<file path="src/rtl/irr_priority_isr.sv">
// -----------------------------------------------------------------------------
// irr_priority_isr
//   Interrupt request / in-service register pair with rotating priority
//   resolution, in the style of an 8259-class interrupt controller.
//
//   Ports
//     clk          : single clock, all state changes on the rising edge
//     rst          : asynchronous active-high reset
//     ir[7:0]      : raw interrupt request lines
//     ltim         : 1 = level-triggered, 0 = edge-triggered
//     mask[7:0]    : interrupt mask, 1 = masked (affects selection only)
//     aeoi         : auto-EOI mode, the ISR bit is cleared at end of INTA
//     auto_rotate  : in auto-EOI mode, make the acknowledged IR lowest priority
//     set_isr      : first-INTA pulse, moves the winning request into service
//     end_inta     : end-of-second-INTA pulse
//     eoi_valid    : EOI command strobe
//     eoi_specific : 1 = clear isr[eoi_id], 0 = clear highest in-service bit
//     eoi_id[2:0]  : target IR for a specific EOI
//     irr[7:0]     : interrupt request register
//     isr[7:0]     : in-service register
//     int_req      : registered request towards the control logic
//     ack_id[2:0]  : IR latched at set_isr (7 on a spurious acknowledge)
//     top_isr_id   : highest-priority in-service IR, 7 when nothing in service
// -----------------------------------------------------------------------------
module irr_priority_isr (
    input  logic       clk,
    input  logic       rst,
    input  logic [7:0] ir,
    input  logic       ltim,
    input  logic [7:0] mask,
    input  logic       aeoi,
    input  logic       auto_rotate,
    input  logic       set_isr,
    input  logic       end_inta,
    input  logic       eoi_valid,
    input  logic       eoi_specific,
    input  logic [2:0] eoi_id,
    output logic [7:0] irr,
    output logic [7:0] isr,
    output logic       int_req,
    output logic [2:0] ack_id,
    output logic [2:0] top_isr_id
);

    // Returns {found, id} of the highest-priority set bit of vec when lp is
    // the lowest-priority position. The scan walks from lowest to highest
    // priority so the last hit is the winner; id reads 7 when nothing is set.
    function automatic logic [3:0] pick_highest(input logic [7:0] vec,
                                                input logic [2:0] lp);
        logic [3:0] res;
        logic [2:0] idx;
        res = {1'b0, 3'd7};
        for (logic [3:0] i = 4'd8; i != 4'd0; i = i - 4'd1) begin
            idx = lp + i[2:0];
            if (vec[idx]) begin
                res = {1'b1, idx};
            end else begin
                res = res;
            end
        end
        return res;
    endfunction

    // Priority rank of an IR: 0 is the highest (lp + 1), 7 the lowest (lp).
    function automatic logic [2:0] prio_rank(input logic [2:0] id,
                                             input logic [2:0] lp);
        return id - lp - 3'd1;
    endfunction

    logic [7:0] ir_q_r;
    logic [7:0] irr_r;
    logic [7:0] isr_r;
    logic       int_req_r;
    logic [2:0] ack_id_r;
    logic [2:0] lp_r;

    logic [7:0] cand_s;
    logic       cand_valid_s;
    logic [2:0] cand_id_s;
    logic       isr_any_s;
    logic [2:0] top_id_s;
    logic       nested_ok_s;
    logic [7:0] set_bit_s;
    logic [7:0] clr_bit_s;
    logic [7:0] irr_nxt_s;
    logic [7:0] isr_nxt_s;
    logic [2:0] ack_id_nxt_s;
    logic [2:0] lp_nxt_s;

    // Priority resolution and next-state computation for both registers.
    always_comb begin
        cand_s                      = irr_r & ~mask;
        {cand_valid_s, cand_id_s}   = pick_highest(cand_s, lp_r);
        {isr_any_s, top_id_s}       = pick_highest(isr_r, lp_r);

        // Fully nested: the candidate must outrank everything in service.
        if (!cand_valid_s) begin
            nested_ok_s = 1'b0;
        end else if (!isr_any_s) begin
            nested_ok_s = 1'b1;
        end else begin
            nested_ok_s = (prio_rank(cand_id_s, lp_r) < prio_rank(top_id_s, lp_r));
        end

        // A request that is acknowledged this edge moves into service; the
        // IRR clear below also swallows any edge arriving on that bit.
        if (set_isr && cand_valid_s) begin
            set_bit_s    = 8'd1 << cand_id_s;
            ack_id_nxt_s = cand_id_s;
        end else if (set_isr) begin
            set_bit_s    = 8'd0;
            ack_id_nxt_s = 3'd7;
        end else begin
            set_bit_s    = 8'd0;
            ack_id_nxt_s = ack_id_r;
        end

        // Edge mode keeps a bit only while the line stays high; a new bit
        // needs a low-to-high transition seen against ir_q.
        if (ltim) begin
            irr_nxt_s = ir & ~set_bit_s;
        end else begin
            irr_nxt_s = ir & (irr_r | ~ir_q_r) & ~set_bit_s;
        end

        clr_bit_s = 8'd0;
        if (eoi_valid && eoi_specific) begin
            clr_bit_s = clr_bit_s | (8'd1 << eoi_id);
        end else if (eoi_valid && isr_any_s) begin
            clr_bit_s = clr_bit_s | (8'd1 << top_id_s);
        end else begin
            clr_bit_s = clr_bit_s;
        end

        if (end_inta && aeoi) begin
            clr_bit_s = clr_bit_s | (8'd1 << ack_id_r);
        end else begin
            clr_bit_s = clr_bit_s;
        end

        if (end_inta && aeoi && auto_rotate) begin
            lp_nxt_s = ack_id_r;
        end else begin
            lp_nxt_s = lp_r;
        end

        // Set is applied after clear so it wins on a shared bit.
        isr_nxt_s = (isr_r & ~clr_bit_s) | set_bit_s;
    end

    // State registers; reset leaves IR0 highest priority and nothing pending.
    always_ff @(posedge clk or posedge rst) begin
        if (rst) begin
            ir_q_r    <= 8'd0;
            irr_r     <= 8'd0;
            isr_r     <= 8'd0;
            int_req_r <= 1'b0;
            ack_id_r  <= 3'd0;
            lp_r      <= 3'd7;
        end else begin
            ir_q_r    <= ir;
            irr_r     <= irr_nxt_s;
            isr_r     <= isr_nxt_s;
            int_req_r <= nested_ok_s && !set_isr;
            ack_id_r  <= ack_id_nxt_s;
            lp_r      <= lp_nxt_s;
        end
    end

    assign irr        = irr_r;
    assign isr        = isr_r;
    assign int_req    = int_req_r;
    assign ack_id     = ack_id_r;
    assign top_isr_id = top_id_s;

endmodule

</file>
<file path="config.mk">
export PLATFORM = sky130hd
export DESIGN_NAME = irr_priority_isr
export DESIGN_NICKNAME = d
export VERILOG_FILES = /design/src/rtl/irr_priority_isr.sv
export SDC_FILE = /design/constraint.sdc
export NUM_CORES = 1
export LEC_CHECK = 0
export CAP_MARGIN = 20
export CORE_UTILIZATION = 38
export CTS_CLUSTER_SIZE = 30
export DETAILED_ROUTE_END_ITERATION = 8
export PLACE_DENSITY = 0.67
export RECOVER_POWER = 25
export SYNTH_ARGS = -nofsm -noshare
export SYNTH_HDL_FRONTEND = slang
export SYNTH_SLANG_ARGS = --single-unit
</file>
<file path="constraint.sdc">
create_clock -name clk -period 10.97 [get_ports clk]
set_clock_uncertainty 0.2 [all_clocks]
set_input_delay 1.097 -clock clk [delete_from_list [all_inputs] [get_ports clk]]
set_output_delay 1.097 -clock clk [all_outputs]
set_load 0.01 [all_outputs]
</file>
==> impl_results.rst, run 1 <==
.. list-table::
   :header-rows: 1

   * - Metric
     - Value
   * - Run status
     - complete, but fails checks
   * - Violations in the final reports
     - capacitance limit, slew limit
   * - Crit end category
     - output pin
   * - Setup CP Type
     - register to output pin
   * - RSZ-0062 raised after global routing
     - no
   * - Core region area
     - just under 9000 µm²
   * - Number of synthesized register bits
     - 31
   * - Tightest Pin Transition
     - ~1.7 ns
   * - Max Fanout on Critical Path
     - 30
   * - Mean instance size in the synthesized netlist
     - 9.74 µm²
   * - Instance count after placement with tap cells included
     - a little under 500
   * - Vert. Die Dim
     - 97.0 µm
   * - First-pass GRT wire length
     - 15500 µm
   * - Nets@finish
     - ~430
   * - Post-synthesis cell count
     - 352
   * - Congestion Overflow GR
     - 0
   * - Fraction of final layout cells sized beyond drive strength 1
     - between 10% and 20%
   * - Number of antenna violations at the first check in global routing
     - 0
   * - Critical path data required time
     - around 9.7 ns
   * - Reg-to-reg critical path endpoint
     - int_req$_DFF_PP0_
   * - Critical-path cell list
     - inv_2 > ha_1 > mux4_2 > mux2_4 > a21oi_2 > a21boi_1 > a2bb2oi_1 > o41ai_2 > o21ai_2 > inv_2 > clkdlybuf4s50_1
   * - Startpoint of the lowest-slack register-to-register path
     - lp_r[0]$_DFFE_PP1P_
   * - Synth-to-layout area growth
     - 18.5%
   * - Htree depth
     - 2
   * - Half-perimeter wire length of the detailed placement result
     - 7210 µm
   * - Yosys warns
     - 0
   * - Worst-case register-to-register setup slack
     - between 4 and 5 ns
   * - Number of violations of the max-capacitance limit
     - 1
   * - Total wire length after detailed routing
     - between 9000 and 10000 µm
   * - Clock transition at the registers of the reported paths
     - about 0.070 ns
   * - Post-CTS Resized
     - 0
   * - Final Setup Violations
     - 0
   * - Hold Path Cell Cnt
     - 2
   * - Master cell of the clock root buffer
     - clkbuf_8
   * - Number of hold violations in the final report
     - 0
   * - Most frequently used flop master after synthesis
     - dfrtp_1
   * - Initial cell density of the core
     - between 30 and 40%
   * - Routed length per instance
     - around 19 µm
   * - Number of nets in the synthesized netlist
     - around 390
   * - Most frequent cell on the critical path
     - inv_2
   * - Worst relative slew slack
     - -10.3%
   * - Slowest cell on the critical path
     - dfstp_2
   * - Number of design-rule violations left by the first detailed-router iteration
     - 223
   * - Sequential standard cell area
     - 779 µm²
   * - Die Area
     - approximately 9400 µm²
   * - Final number of max-transition violations
     - 32
   * - Buffering stage count on the worst path with inverters included
     - 3
   * - Number of nets with antenna violations after routing
     - 0
   * - Total cell area at the placement stage
     - slightly below 4000 µm²
   * - Post-layout min period
     - ~6.5 ns
   * - Multi-input gate area in the final layout
     - 2480 µm²
   * - Kind of cell adding the most delay to the critical path
     - buffers and inverters
   * - Number of top-level design ports
     - 51
   * - Number of buffers inserted during clock tree synthesis
     - 5
   * - Global routing met2 resource utilization
     - around a third
   * - Vias after detailed routing
     - around 3100
   * - Via density
     - ~6.2
   * - Number of rows in the core area
     - 34
   * - Share of synthesized area occupied by flip-flops and latches
     - 22.7%
   * - Setup repair bufs after CTS
     - 0
   * - Maximum root-to-sink buffer count
     - 2
   * - Global routing usage summed across all routing layers
     - between 20 and 25%
   * - GRT met1 Usage
     - 27.2%
   * - Number of enable flip-flop cells after synthesis
     - 0
   * - Tcrit/Tclk final
     - 59.3%
   * - DRC Markers
     - 0
   * - Pin count of the biggest net entering global routing
     - between 40 and 50
   * - Number of cells traversed by the worst register-to-register path
     - 16
   * - Fin util
     - between 40% and 50%
   * - Total iterations of the first detailed-routing run
     - 5
   * - Sum Neg Setup Slack
     - 0 ns
   * - Busiest layer in global routing
     - met2
   * - Post-route insts no fill
     - 502
   * - Hold Crit Endpoint
     - irr[4]$_DFF_PP0_
   * - Port Buffers
     - 50
   * - Insertion delay to the later sink of the worst-skew pair
     - ~0.28 ns
   * - Path class of the lowest-slack min-delay path
     - register to register
   * - Delay of the slowest critical-path stage
     - 1.05 ns
   * - Met3 Resource Use GR
     - ~1.6%
   * - Kind of start point of the critical path
     - register
   * - Cell area after synthesis
     - between 3000 and 4000 µm²
   * - Achievable frequency
     - 154 MHz
   * - CTS tree
     - built
   * - Final design area excluding fillers
     - about 4100 µm²
   * - Hold-fix buffers at CTS
     - 0
   * - Clock Sinks
     - 31
   * - CP Data Arrival Time
     - 5.21 ns
   * - Synth async-reset ratio
     - 100%
   * - Unique cell type count in the Yosys netlist
     - 73
   * - Via count of the first global-routing pass
     - roughly 3000
   * - Last weighted congestion value of the routability-driven placer
     - around 0.92
   * - Min-Delay Startpoint
     - ir_q_r[4]$_DFF_PP0_
   * - Fill cell count
     - 807
   * - Width of the die
     - approximately 97 µm
   * - Total inserted antenna cells
     - 0
-- registers in the layout, indices dropped and copies added (netlist names) --
register and flops:
isr 8, lp_r 3, ack_id 3, int_req 1, irr 8, ir_q_r 8
-- worst max path at each step --
stage | startpoint | end | slack [ns] | depth (start not counted)
floorplan | lp_r[1]$_DFFE_PP1P_ | int_req$_DFF_PP0_ | 6.34 | 18
global placement | lp_r[0]$_DFFE_PP1P_ | top_isr_id[1] | 4.92 | 11
detailed placement | lp_r[0]$_DFFE_PP1P_ | top_isr_id[1] | 4.79 | 11
CTS | lp_r[0]$_DFFE_PP1P_ | top_isr_id[1] | 4.46 | 11
global route | lp_r[0]$_DFFE_PP1P_ | top_isr_id[1] | 4.14 | 11
finish | lp_r[0]$_DFFE_PP1P_ | top_isr_id[1] | 4.46 | 11
-- layer usage --
| metal | part of all wire, % | wire [µm] |
|---|---|---|
| met1 | 42 | 3980 |
| met4 | 1.9 | 177 |
| met2 | 50 | 4670 |
| met5 | 0 | 0 |
| met3 | 6.3 | 598 |
-- cells in the mapped netlist (3+ instances only) --
library cell	instances	area, µm²
inv_2	3	11.3
nand2_1	36	135
nor2b_1	11	68.8
o211ai_1	3	22.5
and3_1	10	62.6
nor3_1	6	30.0
dfrtp_1	28	701
a31oi_1	4	25.0
clkbuf_1	3	11.3
dfstp_2	3	78.8
nand3b_1	3	22.5
nand3_1	10	50.1
o21ai_2	3	26.3
a21oi_1	9	45.0
mux2i_1	24	240
nand2b_1	13	81.3
ha_1	6	75.1
o311a_1	3	30.0
buf_2	6	30.0
buf_4	5	37.5
nor2_1	29	109
mux2_4	3	45.0
mux4_1	3	78.8
o21ai_0	12	60.1
o21ai_1	11	55.1
nor4_1	4	25.0
mux2_2	7	78.8
xnor2_1	6	52.6
mux4_2	23	518
inv_1	9	33.8
-- final cells by class --
type	count	share of cell area [%]
multi-input combinational	292	61.1
clock inverter	2	0.862
inverter	12	1.11
clock buffer	6	2.03
tap	108	3.33
sequential	31	19.2
timing repair buffer	51	12.4
-- through the flow --
step / worst slack (ns) / hold WS, ns
2_1_floorplan: 6.34 / 0.339
3_3_place_gp: 4.92 / 0.345
3_5_place_dp: 4.79 / 0.354
4_1_cts: 4.46 / 0.362
5_1_grt: 4.14 / 0.374
6_report: 4.46 / 0.356
-- kinds of logic (layout without fill, tap and decap cells) --
family,count (synthesis),in the layout,share of synthesized area (%)
DFF,31,31,22.7
buffers and inverters,29,71,4.85
adders and majority gates,8,8,3.36
AOI/OAI and AO/OA,76,76,16.9
and+or+nand+nor,138,138,20.7
xor gates and xnor gates,9,9,2.74
muxes,61,61,28.7
-- cells in the final DEF (no fill, tap or decap), types with 4 or more instances in the layout --
| master | count |
|---|---|
| nand3_1 | 10 |
| nor2b_1 | 11 |
| a21oi_1 | 9 |
| ha_1 | 6 |
| dfrtp_1 | 28 |
| clkdlybuf4s50_1 | 41 |
| nand2_1 | 36 |
| nor4_1 | 4 |
| nand2b_1 | 13 |
| o21ai_1 | 11 |
| nor2_1 | 29 |
| mux2_2 | 7 |
| inv_1 | 9 |
| a31oi_1 | 4 |
| xnor2_1 | 6 |
| mux4_2 | 23 |
| dlygate4sd3_1 | 9 |
| clkbuf_8 | 6 |
| and3_1 | 10 |
| o21ai_0 | 12 |
| mux2i_1 | 24 |
| nor3_1 | 6 |
-- worst register-to-register path, cell delays in order (launching register included) --
cell,delay [ns]
dfstp_2,1.05
inv_2,0.42
ha_1,0.91
mux4_2,0.67
mux2_4,0.32
o21ai_1,0.13
mux2i_1,0.09
a2bb2oi_1,0.25
o41ai_2,0.12
o21ai_2,0.24
inv_2,0.14
fa_1,0.39
xnor2_1,0.15
xnor2_1,0.16
ha_1,0.27
a21o_1,0.16
a211oi_1,0.22
Power of run 1 is left out: the tool's default activity adds up to more than one toggle a clock period on the data nets, which glitch-free logic cannot reach.
==> inputs of run 2 (changes only) <==
--- a/config.mk
+++ b/config.mk
@@ -9,7 +9,7 @@
 export CORE_UTILIZATION = 38
 export CTS_CLUSTER_SIZE = 30
 export DETAILED_ROUTE_END_ITERATION = 8
-export PLACE_DENSITY = 0.67
+export PLACE_DENSITY = 0.7
 export RECOVER_POWER = 25
 export SYNTH_ARGS = -nofsm -noshare
 export SYNTH_HDL_FRONTEND = slang
==> constraint.sdc (replaced) <==
create_clock -name clk -period 5.8 [get_ports clk]
set_clock_uncertainty 0.2 [all_clocks]
set_input_delay 0.58 -clock clk [delete_from_list [all_inputs] [get_ports clk]]
set_output_delay 0.58 -clock clk [all_outputs]
set_load 0.01 [all_outputs]
==> impl_results.rst, run 2 (same netlist as run 1, synthesis figures left out) <==
.. list-table::
   :header-rows: 1

   * - Metric
     - Value
   * - Core region area
     - 8720 µm² (unchanged)
   * - Critical path data required time
     - 5.02 ns (-4.65 ns)
   * - Total inserted antenna cells
     - 0 (unchanged)
   * - Number of buffers inserted during clock tree synthesis
     - 5 (unchanged)
   * - Most frequent standard cell in the layout excluding fill and tap cells
     - clkdlybuf4s50_1
   * - Total iterations of the first detailed-routing run
     - 5 (unchanged)
   * - Routed length per instance
     - 19.1 µm (+1.9%)
   * - Number of top-level design ports
     - 51 (unchanged)
   * - Total wire length after detailed routing
     - 9680 µm (+2.7%)
   * - Tightest Pin Transition
     - 1.63 ns (-0.0291 ns)
   * - Setup CP Type
     - register to output pin
   * - Run status
     - complete, but fails checks
   * - Fraction of final layout cells sized beyond drive strength 1
     - 17.8% (+0.83 points)
   * - Pin count of the biggest net entering global routing
     - 41 (unchanged)
   * - Number of hold violations in the final report
     - 0 (unchanged)
   * - Crit end category
     - output pin
   * - Port Buffers
     - 50 (unchanged)
   * - Maximum root-to-sink buffer count
     - 2 (unchanged)
   * - Width of the die
     - 97.0 µm (unchanged)
   * - Min-Delay Startpoint
     - ir_q_r[1]$_DFF_PP0_
   * - Post-layout min period
     - a little over 5 ns
   * - Startpoint of the lowest-slack register-to-register path
     - lp_r[1]$_DFFE_PP1P_
   * - Number of design-rule violations left by the first detailed-router iteration
     - 307 (+38%)
   * - Worst relative slew slack
     - -8.37% (+1.9 points)
   * - Multi-input gate area in the final layout
     - 2480 µm² (unchanged)
   * - Post-CTS Resized
     - 0 (unchanged)
   * - DRC Markers
     - 0 (unchanged)
   * - Vert. Die Dim
     - 97.0 µm (unchanged)
   * - Half-perimeter wire length of the detailed placement result
     - 7480 µm (+3.7%)
   * - Final setup margin
     - 0.687 ns (-3.77 ns)
   * - Number of antenna violations at the first check in global routing
     - 0 (unchanged)
   * - Commonest cells after routing, fill and taps aside
     - clkdlybuf4s50_1 (41), nand2_1 (36), nor2_1 (29)
   * - Post-Place Worst Slack
     - 0.725 ns (-4.06 ns)
   * - Setup repair bufs after CTS
     - 0 (unchanged)
   * - Final number of max-transition violations
     - 32 (unchanged)
   * - Initial cell density of the core
     - 39.3% (unchanged)
   * - Violations in the final reports
     - capacitance limit, slew limit
   * - Congestion Overflow GR
     - 0 (unchanged)
   * - Delay of the slowest critical-path stage
     - 0.88 ns (-0.17 ns)
   * - Critical-path cell list
     - inv_1 > ha_1 > buf_4 > mux4_2 > mux2_4 > a21oi_2 > a21boi_1 > a2bb2oi_1 > o41ai_2 > o21ai_2 > inv_2 > clkdlybuf4s50_1
   * - Via density
     - 6.23 (-0.25%)
   * - Number of nets with antenna violations after routing
     - 0 (unchanged)
   * - Slowest cell on the critical path
     - dfstp_2
   * - Clock Sinks
     - 31 (unchanged)
   * - Synth-to-layout area growth
     - 19.3%
   * - Vias after detailed routing
     - 3151 (+0.54%)
   * - Master cell of the clock root buffer
     - clkbuf_8
   * - Via count of the first global-routing pass
     - 3136 (+3.3%)
   * - CP startpoint
     - lp_r[1]$_DFFE_PP1P_
   * - Achievable frequency
     - roughly 200 MHz
   * - Fill cell count
     - 791 (-2.0%)
   * - Final Setup Violations
     - 0 (unchanged)
   * - Hold-fix buffers at CTS
     - 0 (unchanged)
   * - Nets@finish
     - 433 (+0.93%)
   * - Htree depth
     - 2 (unchanged)
   * - Max Fanout on Critical Path
     - 25 (-17%)
   * - Sequential standard cell area
     - 779 µm² (unchanged)
   * - Number of rows in the core area
     - 34 (unchanged)
   * - CTS tree
     - built
   * - Clock transition at the registers of the reported paths
     - 0.07 ns (about the same)
   * - Last weighted congestion value of the routability-driven placer
     - 0.911 (-1.1%)
   * - Sum Neg Setup Slack
     - 0 ns (unchanged)
   * - First-pass GRT wire length
     - 15900 µm (+2.3%)
   * - Die Area
     - 9410 µm² (unchanged)
   * - Post-route worst hold slack
     - 0.355 ns (-0.000524 ns)
   * - Tcrit/Tclk final
     - around 90%
   * - Insertion delay to the later sink of the worst-skew pair
     - 0.28 ns (about the same)
   * - Kind of start point of the critical path
     - register
   * - Global routing usage summed across all routing layers
     - 20.8% (+0.67 points)
   * - Number of violations of the max-capacitance limit
     - 1 (unchanged)
   * - CP Data Arrival Time
     - 4.33 ns (-0.88 ns)
   * - Path class of the lowest-slack min-delay path
     - register to register
   * - RSZ-0062 raised after global routing
     - no
==> run 2: cell count changes in the layout (fill, tap and decap cells not counted), sizes merged <==
cell / before / now
clkinv: 1 / 2
clkbuf: 7 / 6
buf: 0 / 4
==> run 2: metrics by stage <==
stage | std cells | util (%) | area (µm²)
after global routing | 506 | 46.9 | 4090
after global placement | 498 | 45.6 | 3980
final | 506 | 46.9 | 4090
after floorplan | 352 | - | 3430
after detailed placement | 498 | 45.6 | 3980
after CTS | 506 | 46.9 | 4090
==> run 2: area by class of cell <==
| cell class | instances | area share, % |
|---|---|---|
| flip-flops and latches | 31 | 19.1 |
| inverters | 12 | 1.10 |
| clock buffers | 5 | 1.68 |
| clock inverters | 3 | 1.07 |
| well taps | 108 | 3.30 |
| repair buffers | 55 | 13.1 |
| multi-input cells | 292 | 60.7 |
==> run 2: worst paths after layout <==
check,to,slack (ns),cells after the start
hold / removal,irr[1]$_DFF_PP0_,0.36,2
max in group asynchronous,isr[0]$_DFF_PP0_,3.35,3
setup / recovery,top_isr_id[1],0.69,12
min in group asynchronous,irr[4]$_DFF_PP0_,1.11,3
hold reg to reg,irr[1]$_DFF_PP0_,0.36,2
setup reg to reg,int_req$_DFF_PP0_,0.70,17
==> run 2: metal layers <==
metal / share of wire [%] / global-route usage, %
met5: 0 / 0
met3: 6.0 / 2.17
met1: 40 / 26.7
met4: 3.3 / 8.50
met2: 51 / 35.8
==> run 2: critical path: cells and delay by family, from the launching register on <==
kind / cells / cell delay, ns
fa+ha+maj: 1 / 0.48
compound gates: 5 / 0.84
buf+inv: 4 / 1.13
mux: 2 / 0.72
flops: 1 / 0.88
Power of run 2 is left out for the same reason.
==> inputs of run 3 (changes only) <==
--- a/config.mk
+++ b/config.mk
@@ -6,6 +6,7 @@
 export NUM_CORES = 1
 export LEC_CHECK = 0
 export CAP_MARGIN = 20
+export CORE_ASPECT_RATIO = 1.4
 export CORE_UTILIZATION = 38
 export CTS_CLUSTER_SIZE = 30
 export DETAILED_ROUTE_END_ITERATION = 8
==> impl_results.rst, run 3 (same netlist as run 1, synthesis figures left out) <==
.. list-table::
   :header-rows: 1

   * - Metric
     - Value
   * - Achievable frequency
     - 198 MHz (+1.4%)
   * - Post-layout min period
     - 5.04 ns (-0.0696 ns)
   * - Sum Neg Setup Slack
     - 0 ns (unchanged)
   * - Number of buffers inserted during clock tree synthesis
     - 5 (unchanged)
   * - Total wire length after detailed routing
     - 9730 µm (+0.45%)
   * - Tightest Pin Transition
     - 1.64 ns (+0.0127 ns)
   * - Port Buffers
     - 50 (unchanged)
   * - Half-perimeter wire length of the detailed placement result
     - 7670 µm (+2.5%)
   * - Width of the die
     - 82.3 µm (-15%)
   * - Worst relative slew slack
     - -9.21% (-0.85 points)
   * - Most frequent standard cell in the layout excluding fill and tap cells
     - clkdlybuf4s50_1
   * - Routed length per instance
     - 19.3 µm (+0.65%)
   * - Via count of the first global-routing pass
     - 3146 (+0.32%)
   * - Tcrit/Tclk final
     - 87.0% (-1.2 points)
   * - Number of antenna violations at the first check in global routing
     - 0 (unchanged)
   * - CTS tree
     - built
   * - Number of top-level design ports
     - 51 (unchanged)
   * - Sequential standard cell area
     - 779 µm² (unchanged)
   * - Insertion delay to the later sink of the worst-skew pair
     - 0.28 ns (about the same)
   * - Htree depth
     - 2 (unchanged)
   * - Critical path data required time
     - 5.78 ns (+0.76 ns)
   * - Kind of start point of the critical path
     - register
   * - Clock Sinks
     - 31 (unchanged)
   * - Setup repair bufs after CTS
     - 0 (unchanged)
   * - Total inserted antenna cells
     - 0 (unchanged)
   * - Clock transition at the registers of the reported paths
     - 0.05 ns (-0.02 ns)
   * - Pin count of the biggest net entering global routing
     - 37 (-9.8%)
   * - Number of hold violations in the final report
     - 0 (unchanged)
   * - Commonest cells after routing, fill and taps aside
     - clkdlybuf4s50_1 (41), nand2_1 (36), nor2_1 (29)
   * - Post-route insts no fill
     - 505 (-0.20%)
   * - Last weighted congestion value of the routability-driven placer
     - 0.978 (+7.3%)
   * - First-pass GRT wire length
     - 15900 µm (+0.13%)
   * - Fill cell count
     - 792 (+0.13%)
   * - Number of design-rule violations left by the first detailed-router iteration
     - 309 (+0.65%)
   * - Master cell of the clock root buffer
     - clkbuf_16
   * - Instance count after placement with tap cells included
     - 497 (-0.20%)
   * - Hold-fix buffers at CTS
     - 0 (unchanged)
   * - Number of violations of the max-capacitance limit
     - 1 (unchanged)
   * - Multi-input gate area in the final layout
     - 2480 µm² (unchanged)
   * - Crit end category
     - register
   * - DRC Markers
     - 0 (unchanged)
   * - Number of nets with antenna violations after routing
     - 0 (unchanged)
   * - Via density
     - 6.04 (-3.0%)
   * - Setup CP Type
     - register to register
   * - Maximum root-to-sink buffer count
     - 2 (unchanged)
   * - Die Area
     - 9410 µm² (about the same)
   * - Final number of max-transition violations
     - 32 (unchanged)
   * - Violations in the final reports
     - capacitance limit, slew limit
   * - CP Data Arrival Time
     - 5.03 ns (+0.70 ns)
   * - Post-CTS Resized
     - 0 (unchanged)
   * - Vert. Die Dim
     - 114 µm (+18%)
   * - Fraction of final layout cells sized beyond drive strength 1
     - 18.0% (+0.16 points)
   * - Max Fanout on Critical Path
     - 25 (unchanged)
   * - Initial cell density of the core
     - 39.6% (+0.28 points)
   * - Core region area
     - 8660 µm² (-0.72%)
   * - Congestion Overflow GR
     - 0 (unchanged)
   * - Vias after detailed routing
     - 3050 (-3.2%)
   * - Synth-to-layout area growth
     - 20.4%
   * - Number of rows in the core area
     - 40 (+18%)
   * - Global routing usage summed across all routing layers
     - 22.5% (+1.7 points)
   * - Path class of the lowest-slack min-delay path
     - register to register
   * - Nets@finish
     - 435 (+0.46%)
   * - Run status
     - complete, but fails checks
   * - Final Setup Violations
     - 0 (unchanged)
   * - Total iterations of the first detailed-routing run
     - 4 (-1)
   * - RSZ-0062 raised after global routing
     - no
==> run 3: per-layer routing <==
metal	global-route usage, %	share of wire, %
met1	26.8	39
met2	39.0	54
met3	2.47	3.1
met4	11.3	4.1
met5	0	0
==> run 3: worst max-delay path, stage by stage, from the launching register on <==
cell	delay [ns]
dfstp_2	0.90
inv_1	0.12
ha_1	0.44
mux4_2	0.62
mux2_4	0.32
o21ai_1	0.14
mux2i_1	0.08
a2bb2oi_1	0.25
o41ai_2	0.12
o21ai_2	0.26
inv_2	0.13
fa_1	0.49
inv_1	0.04
ha_1	0.27
a21o_1	0.17
a21o_1	0.18
a211oi_1	0.22
==> run 3: stage by stage <==
| stage | util [%] | worst slack [ns] | hold WS (ns) | area, µm² |
|---|---|---|---|---|
| global route | 47.7 | 0.453 | 0.392 | 4130 |
| detailed placement | 46.1 | 0.775 | 0.356 | 3990 |
| finish | 47.7 | 0.756 | 0.363 | 4130 |
| global placement | 46.1 | 0.910 | 0.343 | 3990 |
| floorplan | - | 1.17 | 0.339 | 3430 |
| CTS | 47.7 | 0.744 | 0.367 | 4130 |
==> run 3: layout make-up <==
cell class	instances	area share, %
clock inverters	2	0.303
inverters	12	1.09
clock buffers	6	3.12
well taps	105	3.18
flip-flops and latches	31	18.9
multi-input cells	292	60.1
repair buffers	57	13.3
==> run 3: path summary, 6_finish.rpt <==
check | slack (ns) | depth (start not counted) | start | end
max | 0.76 | 16 | lp_r[1]$_DFFE_PP1P_ | int_req$_DFF_PP0_
min | 0.36 | 2 | ir_q_r[2]$_DFF_PP0_ | irr[2]$_DFF_PP0_
max reg2reg | 0.76 | 16 | lp_r[1]$_DFFE_PP1P_ | int_req$_DFF_PP0_
min reg2reg | 0.36 | 2 | ir_q_r[2]$_DFF_PP0_ | irr[2]$_DFF_PP0_
max in group asynchronous | 3.33 | 3 | rst | isr[4]$_DFF_PP0_
min in group asynchronous | 1.11 | 3 | rst | irr[2]$_DFF_PP0_
Power of run 3 is left out for the same reason.
